<file path="src/rtl/cross_prod_arbiter.sv">
// Round-robin arbiter sharing one 2-stage signed cross-product pipeline between NREQ requesters.
// Optional CP_LOCK_EN adds a per-requester lock input that holds priority on the granted requester.
module cross_prod_arbiter #(
    parameter int unsigned NREQ = 2,
    parameter int unsigned W    = 10,
    parameter int unsigned ID_W = 1
) (
    input  logic                   clk,
    input  logic                   reset,
    input  logic [NREQ-1:0]        req,
    input  logic [NREQ*2*W-1:0]    op_a,
    input  logic [NREQ*2*W-1:0]    op_b,
    input  logic [NREQ*2*W-1:0]    op_ref,
`ifdef CP_LOCK_EN
    input  logic [NREQ-1:0]        lock,
`endif
    output logic [NREQ-1:0]        gnt,
    output logic                   rsp_valid,
    output logic [ID_W-1:0]        rsp_id,
    output logic                   rsp_pos,
    output logic                   rsp_zero,
    output logic                   busy
);

    localparam int unsigned PTR_W = (NREQ > 1) ? $clog2(NREQ) : 1;
    localparam int unsigned PT_W  = 2 * W;
    localparam int unsigned CP_W  = 2 * W + 3;
    localparam logic [PTR_W:0] NREQ_L = (PTR_W + 1)'(NREQ);

    logic [PT_W-1:0] a_arr   [NREQ];
    logic [PT_W-1:0] b_arr   [NREQ];
    logic [PT_W-1:0] ref_arr [NREQ];

    for (genvar i = 0; i < NREQ; i++) begin : g_split
        assign a_arr[i]   = op_a[i*PT_W +: PT_W];
        assign b_arr[i]   = op_b[i*PT_W +: PT_W];
        assign ref_arr[i] = op_ref[i*PT_W +: PT_W];
    end

    logic [PTR_W-1:0] rr_ptr;
    logic [PTR_W-1:0] gnt_idx;
    logic [PTR_W-1:0] ptr_nxt;
    logic [PTR_W:0]   cand_sum;
    logic [PTR_W-1:0] cand;
    logic [PTR_W:0]   inc_sum;
    logic             gnt_any;
    logic [PT_W-1:0]  sel_a;
    logic [PT_W-1:0]  sel_b;
    logic [PT_W-1:0]  sel_ref;

    // First requesting agent at or above rr_ptr, with wrap.
    always_comb begin
        gnt      = '0;
        gnt_any  = 1'b0;
        gnt_idx  = '0;
        cand_sum = '0;
        cand     = '0;
        for (int k = 0; k < NREQ; k++) begin
            cand_sum = {1'b0, rr_ptr} + (PTR_W + 1)'(k);
            if (cand_sum >= NREQ_L) begin
                cand_sum = cand_sum - NREQ_L;
            end
            cand = PTR_W'(cand_sum);
            if (!gnt_any && req[cand]) begin
                gnt_any = 1'b1;
                gnt_idx = cand;
            end
        end
        if (gnt_any && !reset) begin
            gnt[gnt_idx] = 1'b1;
        end
    end

    // Priority pointer advances past the winner unless it asserted lock.
    always_comb begin
        inc_sum = {1'b0, gnt_idx} + (PTR_W + 1)'(1);
        if (inc_sum >= NREQ_L) begin
            inc_sum = '0;
        end
        ptr_nxt = PTR_W'(inc_sum);
`ifdef CP_LOCK_EN
        if (lock[gnt_idx]) begin
            ptr_nxt = gnt_idx;
        end
`endif
    end

    always_comb begin
        sel_a   = a_arr[gnt_idx];
        sel_b   = b_arr[gnt_idx];
        sel_ref = ref_arr[gnt_idx];
    end

    logic                s1_valid;
    logic [ID_W-1:0]     s1_id;
    logic signed [W:0]   s1_dax;
    logic signed [W:0]   s1_day;
    logic signed [W:0]   s1_dbx;
    logic signed [W:0]   s1_dby;
    logic signed [CP_W-1:0] cp;

    // Full-width product: (W+1)x(W+1) products plus one bit for the subtraction.
    always_comb begin
        cp = CP_W'(s1_dax) * CP_W'(s1_dby) - CP_W'(s1_dbx) * CP_W'(s1_day);
    end

    always_ff @(posedge clk or posedge reset) begin
        if (reset) begin
            rr_ptr    <= '0;
            s1_valid  <= 1'b0;
            s1_id     <= '0;
            s1_dax    <= '0;
            s1_day    <= '0;
            s1_dbx    <= '0;
            s1_dby    <= '0;
            rsp_valid <= 1'b0;
            rsp_id    <= '0;
            rsp_pos   <= 1'b0;
            rsp_zero  <= 1'b0;
            busy      <= 1'b0;
        end else begin
            s1_valid  <= gnt_any;
            rsp_valid <= s1_valid;
            busy      <= gnt_any | s1_valid;
            if (gnt_any) begin
                rr_ptr <= ptr_nxt;
                s1_id  <= ID_W'(gnt_idx);
                s1_dax <= (W + 1)'(sel_a[PT_W-1:W]) - (W + 1)'(sel_ref[PT_W-1:W]);
                s1_day <= (W + 1)'(sel_a[W-1:0])    - (W + 1)'(sel_ref[W-1:0]);
                s1_dbx <= (W + 1)'(sel_b[PT_W-1:W]) - (W + 1)'(sel_ref[PT_W-1:W]);
                s1_dby <= (W + 1)'(sel_b[W-1:0])    - (W + 1)'(sel_ref[W-1:0]);
            end
            if (s1_valid) begin
                rsp_id   <= s1_id;
                rsp_pos  <= !cp[CP_W-1] && (cp != '0);
                rsp_zero <= (cp == '0);
            end
        end
    end

endmodule

</file>
<file path="config.mk">
export PLATFORM = sky130hd
export DESIGN_NAME = cross_prod_arbiter
export DESIGN_NICKNAME = d
export VERILOG_FILES = /design/src/rtl/cross_prod_arbiter.sv
export SDC_FILE = /design/constraint.sdc
export NUM_CORES = 1
export LEC_CHECK = 0
export ABC_CLOCK_PERIOD_IN_PS = 6700
export BUFFER_PORTS_ARGS = -buffer_cell sky130_fd_sc_hd__buf_2
export CAP_MARGIN = 20
export CORE_MARGIN = 5
export CORE_UTILIZATION = 42
export CTS_CLUSTER_SIZE = 25
export DETAILED_ROUTE_END_ITERATION = 10
export PLACE_DENSITY = 0.66
export SLEW_MARGIN = 20
export SYNTH_ARGS = -nofsm -noshare
export SYNTH_HDL_FRONTEND = slang
export SYNTH_SLANG_ARGS = --single-unit
</file>
<file path="constraint.sdc">
create_clock -name clk -period 6.7 [get_ports clk]
set_input_delay 0 -clock clk [delete_from_list [all_inputs] [get_ports clk]]
set_output_delay 0 -clock clk [all_outputs]
set_load 0.02 [all_outputs]
</file>
# Yosys cells after proc, flatten, opt, wreduce, memory -nomap -nowiden
# Cells that the tools add are included.
totals:
  regBits: 52
  rom_bits: 0
  inputBits: 124
  output_inout_bits: 7
  ram_bits: 0
  mem_count: 0
  wordCells: 65
  latch_bits: 0
classes:
  multipliers: 2
  n_div: 0
  n_lt_le_gt_ge: 8
  bitwise_logic: 2
  n_shift: 0
  eq_ne: 0
  reduce_logical: 9
  n_addsub: 9
  muxes: 23
ops:
  columns: ["operator", "n"]
  rows:
  - ["$mux W20", 9]
  - ["$mul A11 B11 Y22", 2]
  - ["$sub A10 B10 Y11", 4]
  - ["$logic_not A23 Y1", 1]
  - ["$reduce_bool A23 Y1", 1]
  - ["$sub A22 B22 Y23", 1]
  - ["$mux W1", 12]
  - ["$ge A2 B2 Y1 const B", 3]
  - ["$lt A1 B2 Y1 const B", 3]
  - ["$add A1 B1 Y2 const B", 2]
  - ["$logic_and A1 B1 Y1", 4]
  - ["$logic_not A1 Y1", 3]
  - ["$ge A1 B2 Y1 const B", 1]
  - ["$mux W2", 1]
  - ["$not A1 Y2", 1]
  - ["$sub A1 B1 Y1 const B", 2]
  - ["$demux W1 S1", 1]
  - ["$ge A1 B1 Y1 const B", 1]
  - ["$or A1 B1 Y1", 1]

# Depth between registers and ports, before layout
depth:
  depth_word: 13
  depth_mapped: 26
  depth_no_buf: 25

# Worst setup path after synthesis
# No wires, ideal clock.
synth_path:
  path_type: "register to register"
  startpoint: "reg s1_dax[10]"
  endpoint: "reg rsp_zero"
  synth_period_minus_slack_ps: 6520
  arrival_time_ps: 6454
  stages_incl_launch_ff: 24
  setup_slack_ps: 180
  path_cell_list: "dfrtp_1 clkbuf_1 nand2_1 fa_1 inv_1 fa_1 inv_1 fa_1 inv_1 fa_1 fa_1 fa_1 inv_1 fa_1 inv_1 ha_1 and3_1 nand2_1 a2bb2oi_2 nand3_1 a2111oi_2 o31ai_1 nor4_2 a22o_1"
synth_between:
  elab_chain_len: 3
synth_lines:
  columns: ["element", "line", "text"]
  rows:
  - ["start: declaration", "96", "logic signed [W:0] s1_dax;"]
  - ["start signal: assignment", "128", "s1_dax <= (W + 1)'(sel_a[PT_W-1:W]) - (W + 1)'(sel_ref[PT_W-1:W]);"]
  - ["$mul A11 B11 Y22", "104", "cp = CP_W'(s1_dax) * CP_W'(s1_dby) - CP_W'(s1_dbx) * CP_W'(s1_day);"]
  - ["$sub A22 B22 Y23", "104", null]
  - ["$logic_not A23 Y1", "136", "rsp_zero <= (cp == '0);"]
  - ["end signal: assignment", "136", null]
  - ["end: declaration", "21", "output logic rsp_zero,"]
# Every way passes these cells.
# A chain may end at the register's enable or synchronous reset.

# Worst setup path after layout
layout_path:
  startpoint: "reg s1_day[2]"
  endpoint: "reg rsp_zero"
layout_between:
  elab_chain_len: 3
layout_lines:
  columns: ["element", "line", "text"]
  rows:
  - ["start: declaration", "97", "logic signed [W:0] s1_day;"]
  - ["start signal: assignment", "129", "s1_day <= (W + 1)'(sel_a[W-1:0]) - (W + 1)'(sel_ref[W-1:0]);"]
  - ["$mul A11 B11 Y22", "104", null]
  - ["$sub A22 B22 Y23", "104", null]
  - ["$logic_not A23 Y1", "136", null]
# Every way passes these cells.

==> results.toml <==
[synthesis]
yosys_warnings = 0
async_flop_share_pct = 100
synth.cell_area_um2 = 14300
synth_seq_cells = 52
synth_top_family_by_area = "adder cells"
synth_fa_ha_area_share_pct = 49.9
synth-edff-count = 0
synth_compound_area_share_pct = 7.57
yosysSeqAreaShare_pct = 9.12
synth_cell_types = 49
yosys.area_share.simple_pct = 14.8
synth_flop_cell = "dfrtp_1"
synth_xor_area_share_pct = 2.33
synth.avg_cell_area_um2 = 9.18
synthMuxAreaShare_pct = 4.95
synth_top_cell_by_area = "fa_1"
synth_nets = 2080
synth_area_leaders = "fa_1 (39%), ha_1 (11%), inv_1 (9.6%)"
yosysTopAreaCellShare_pct = 39.1
yosysMostFrequentCell = "inv_1"
syn_inst = 1554
ys_top_cells_by_count = "inv_1 (365), fa_1 (279), and2_1 (150)"

[detailed_routing]
viasPerCell = 5.04
drc = 0
firstDrtPassIters = 7
drt-initial-drc-count = 641
detail-route-antenna-nets = 0
routed_wl_um = 36400
wl_per_cell_um = 17.0
vias = 10800

[critical_path]
crit_fanout = 5
start_kind = "flop"
cp.required_ps = 6950
crit_chain = "and2_4, fa_2, buf_12, buf_4, fa_1, fa_1, inv_1, fa_1, fa_1, fa_1, inv_1, fa_1, inv_1, ha_1, and3_2, nand2_1, a2bb2oi_2, nand3_2, a2111oi_4, o31ai_2, nor4_2, a22o_1"
critPathMaxStageDelay_ps = 640
worst-endpoint-arrival_ps = 6810
cp_common_cell = "fa_1"
critPathSlowestCell = "fa_2"
critPathCaptureType = "flop"
critical_path_class = "reg -> reg"

[cells_and_area]
fillers = 3135
multi_input_area_um2 = 11600
seq_area_um2 = 1340
fin_nets = 2217
area_delta_synth_final_pct = 13.9
num_antenna_cells = 0
drive_gt1_share_pct = 19.5

[timing]
hold_violations = 0
post-route-period-util_pct = 97.9
max_slew_margin_pct = 50.1
timing.hold.ws_ps = 129
slew_violations = 0
finalSetupViolations = 0
worst_pin_slew_ps = 748
rsz0062_at_grt = "yes"
max_freq_mhz = 153
finClkSkew_ps = 6.73
finalCriticalPeriod_ps = 6560

[floorplanning]
core-area_um2 = 33500
start_util_pct = 42.6
pin_count = 131
die_h_um = 194
dieArea_um2 = 37800
die_w_um = 194
rows = 67

[global_routing]
grt_pass1_vias = 11300
grt_pass1_wl_um = 59100
grt.overflow.total = 0
grt_usage_pct = 19.2
antenna_found_initial = 1
grt_max_degree = 75

[status]
outcome = "complete, no violations"

[clocking]
cts.sinks = 52
clk_pin_slew_ps = 80
root_buffer = "clkbuf_16"
clk_latency_ps = 310
cts_buffer_depth = 2
cts_tree = "yes"
htreeDepth = 2
cts_made_buffers = 5

[placed_design]
io_buffers = 130
hpwl_um = 31200
gp_congestion = 0.871

[run]
drv_cap = 0

[worst_hold_path]
min_path_type = "in -> reg"
repair_timing:
| item | 4_1_cts | 5_1_grt |
|---|---|---|
| hold buffers | 3 | 0 |
| buffers inserted | 1 | 24 |
| resized for setup | 16 | 87 |
| endpoints found under the hold margin | 54 | 0 |
| cloned | 0 | 1 |
| pin swaps | 2 | 34 |
| setup endpoints to repair | 2 | 2 |
area by class of cell:
cell class / instances / area share [%]
multi-input cells: 1074 / 71.7
clock inverters: 3 / 0.169
repair buffers: 192 / 7.25
flip-flops and latches: 52 / 8.24
well taps: 448 / 3.45
clock buffers: 5 / 0.770
inverters: 366 / 8.45
through the flow:
| stage | utilization [%] | TNS (ps) | cell area [um2] | worst slack, ps | cells |
|---|---|---|---|---|---|
| after floorplan | - | 0 | 14300 | 180 | 1554 |
| after global placement | 46.3 | 0 | 15500 | 52.5 | 2103 |
| after detailed placement | 46.3 | -214 | 15500 | -124 | 2103 |
| after CTS | 46.9 | 0 | 15700 | 5.21 | 2115 |
| after global routing | 48.5 | -127 | 16200 | -89.7 | 2140 |
| final | 48.5 | 0 | 16200 | 143 | 2140 |
cells in the final DEF, fill, tap and decap left out, drive strengths merged, types with 2 or more instances in the layout:
cell type	instances
a211oi	5
nand2	126
nor4	4
nor4b	5
o41ai	4
nor3	11
o21a	13
buf	188
nor2	46
a21boi	14
mux2	37
clkinv	2
a21oi	47
a21o	4
dfrtp	52
ha	123
nand4	2
and2	150
xor2	5
o21bai	4
and3	3
mux2i	29
o211ai	5
o31ai	19
inv	366
nor3b	9
nand3	11
o221ai	2
o21ai	30
xnor2	33
nor2b	16
o2111ai	2
nand3b	7
dlygate4sd3	3
a2111oi	4
o22ai	2
clkbuf	6
a31oi	4
nand2b	14
fa	279
worst max-delay path: cells and delay by family (launching register included):
family | cells | cell delay [ps]
AOI/OAI and AO/OA | 4 | 850
adders and majority gates | 8 | 3800
buffers and inverters | 5 | 390
DFF | 1 | 460
and+or+nand+nor | 5 | 990
sequential cells by signal (all words and copies together) (netlist names):
name / cells
rsp_pos: 1
s1_valid: 1
s1_dax: 11
rsp_valid: 1
s1_dbx: 11
s1_dby: 11
rsp_zero: 1
rsp_id: 1
s1_id: 1
busy: 1
s1_day: 11
rr_ptr: 1
final timing paths:
check	to	slack (ps)	cells after the start	startpoint
worst max-delay path	rsp_zero	140	22	s1_day[2]
worst min-delay path	s1_dbx[0]	130	4	op_b[30]
worst max register to register	rsp_zero	140	22	s1_day[2]
worst min register to register	rr_ptr	540	2	rr_ptr
max in group asynchronous	s1_day[1]	5690	4	reset
min in group asynchronous	s1_dbx[4]	450	4	reset
routing by layer:
layer / share of wire, % / global-route usage, % / up-vias / wire length (um)
li1: - / - / 5009 / -
met1: 43 / 26.4 / 5511 / 15600
met2: 51 / 33.4 / 241 / 18400
met3: 5.0 / 2.53 / 30 / 1830
met4: 1.3 / 2.94 / 2 / 476
met5: 0.036 / 0 / - / 13
cells by family after synthesis:
family,Yosys count
buffers and inverters,428
adders and majority gates,402
muxes,66
and+or+nand+nor,405
xor gates and xnor gates,38
AOI/OAI and AO/OA,163
DFF,52
Power is not shown: default switching activity piles up to over one toggle a cycle in this logic, so the estimate is an artifact.
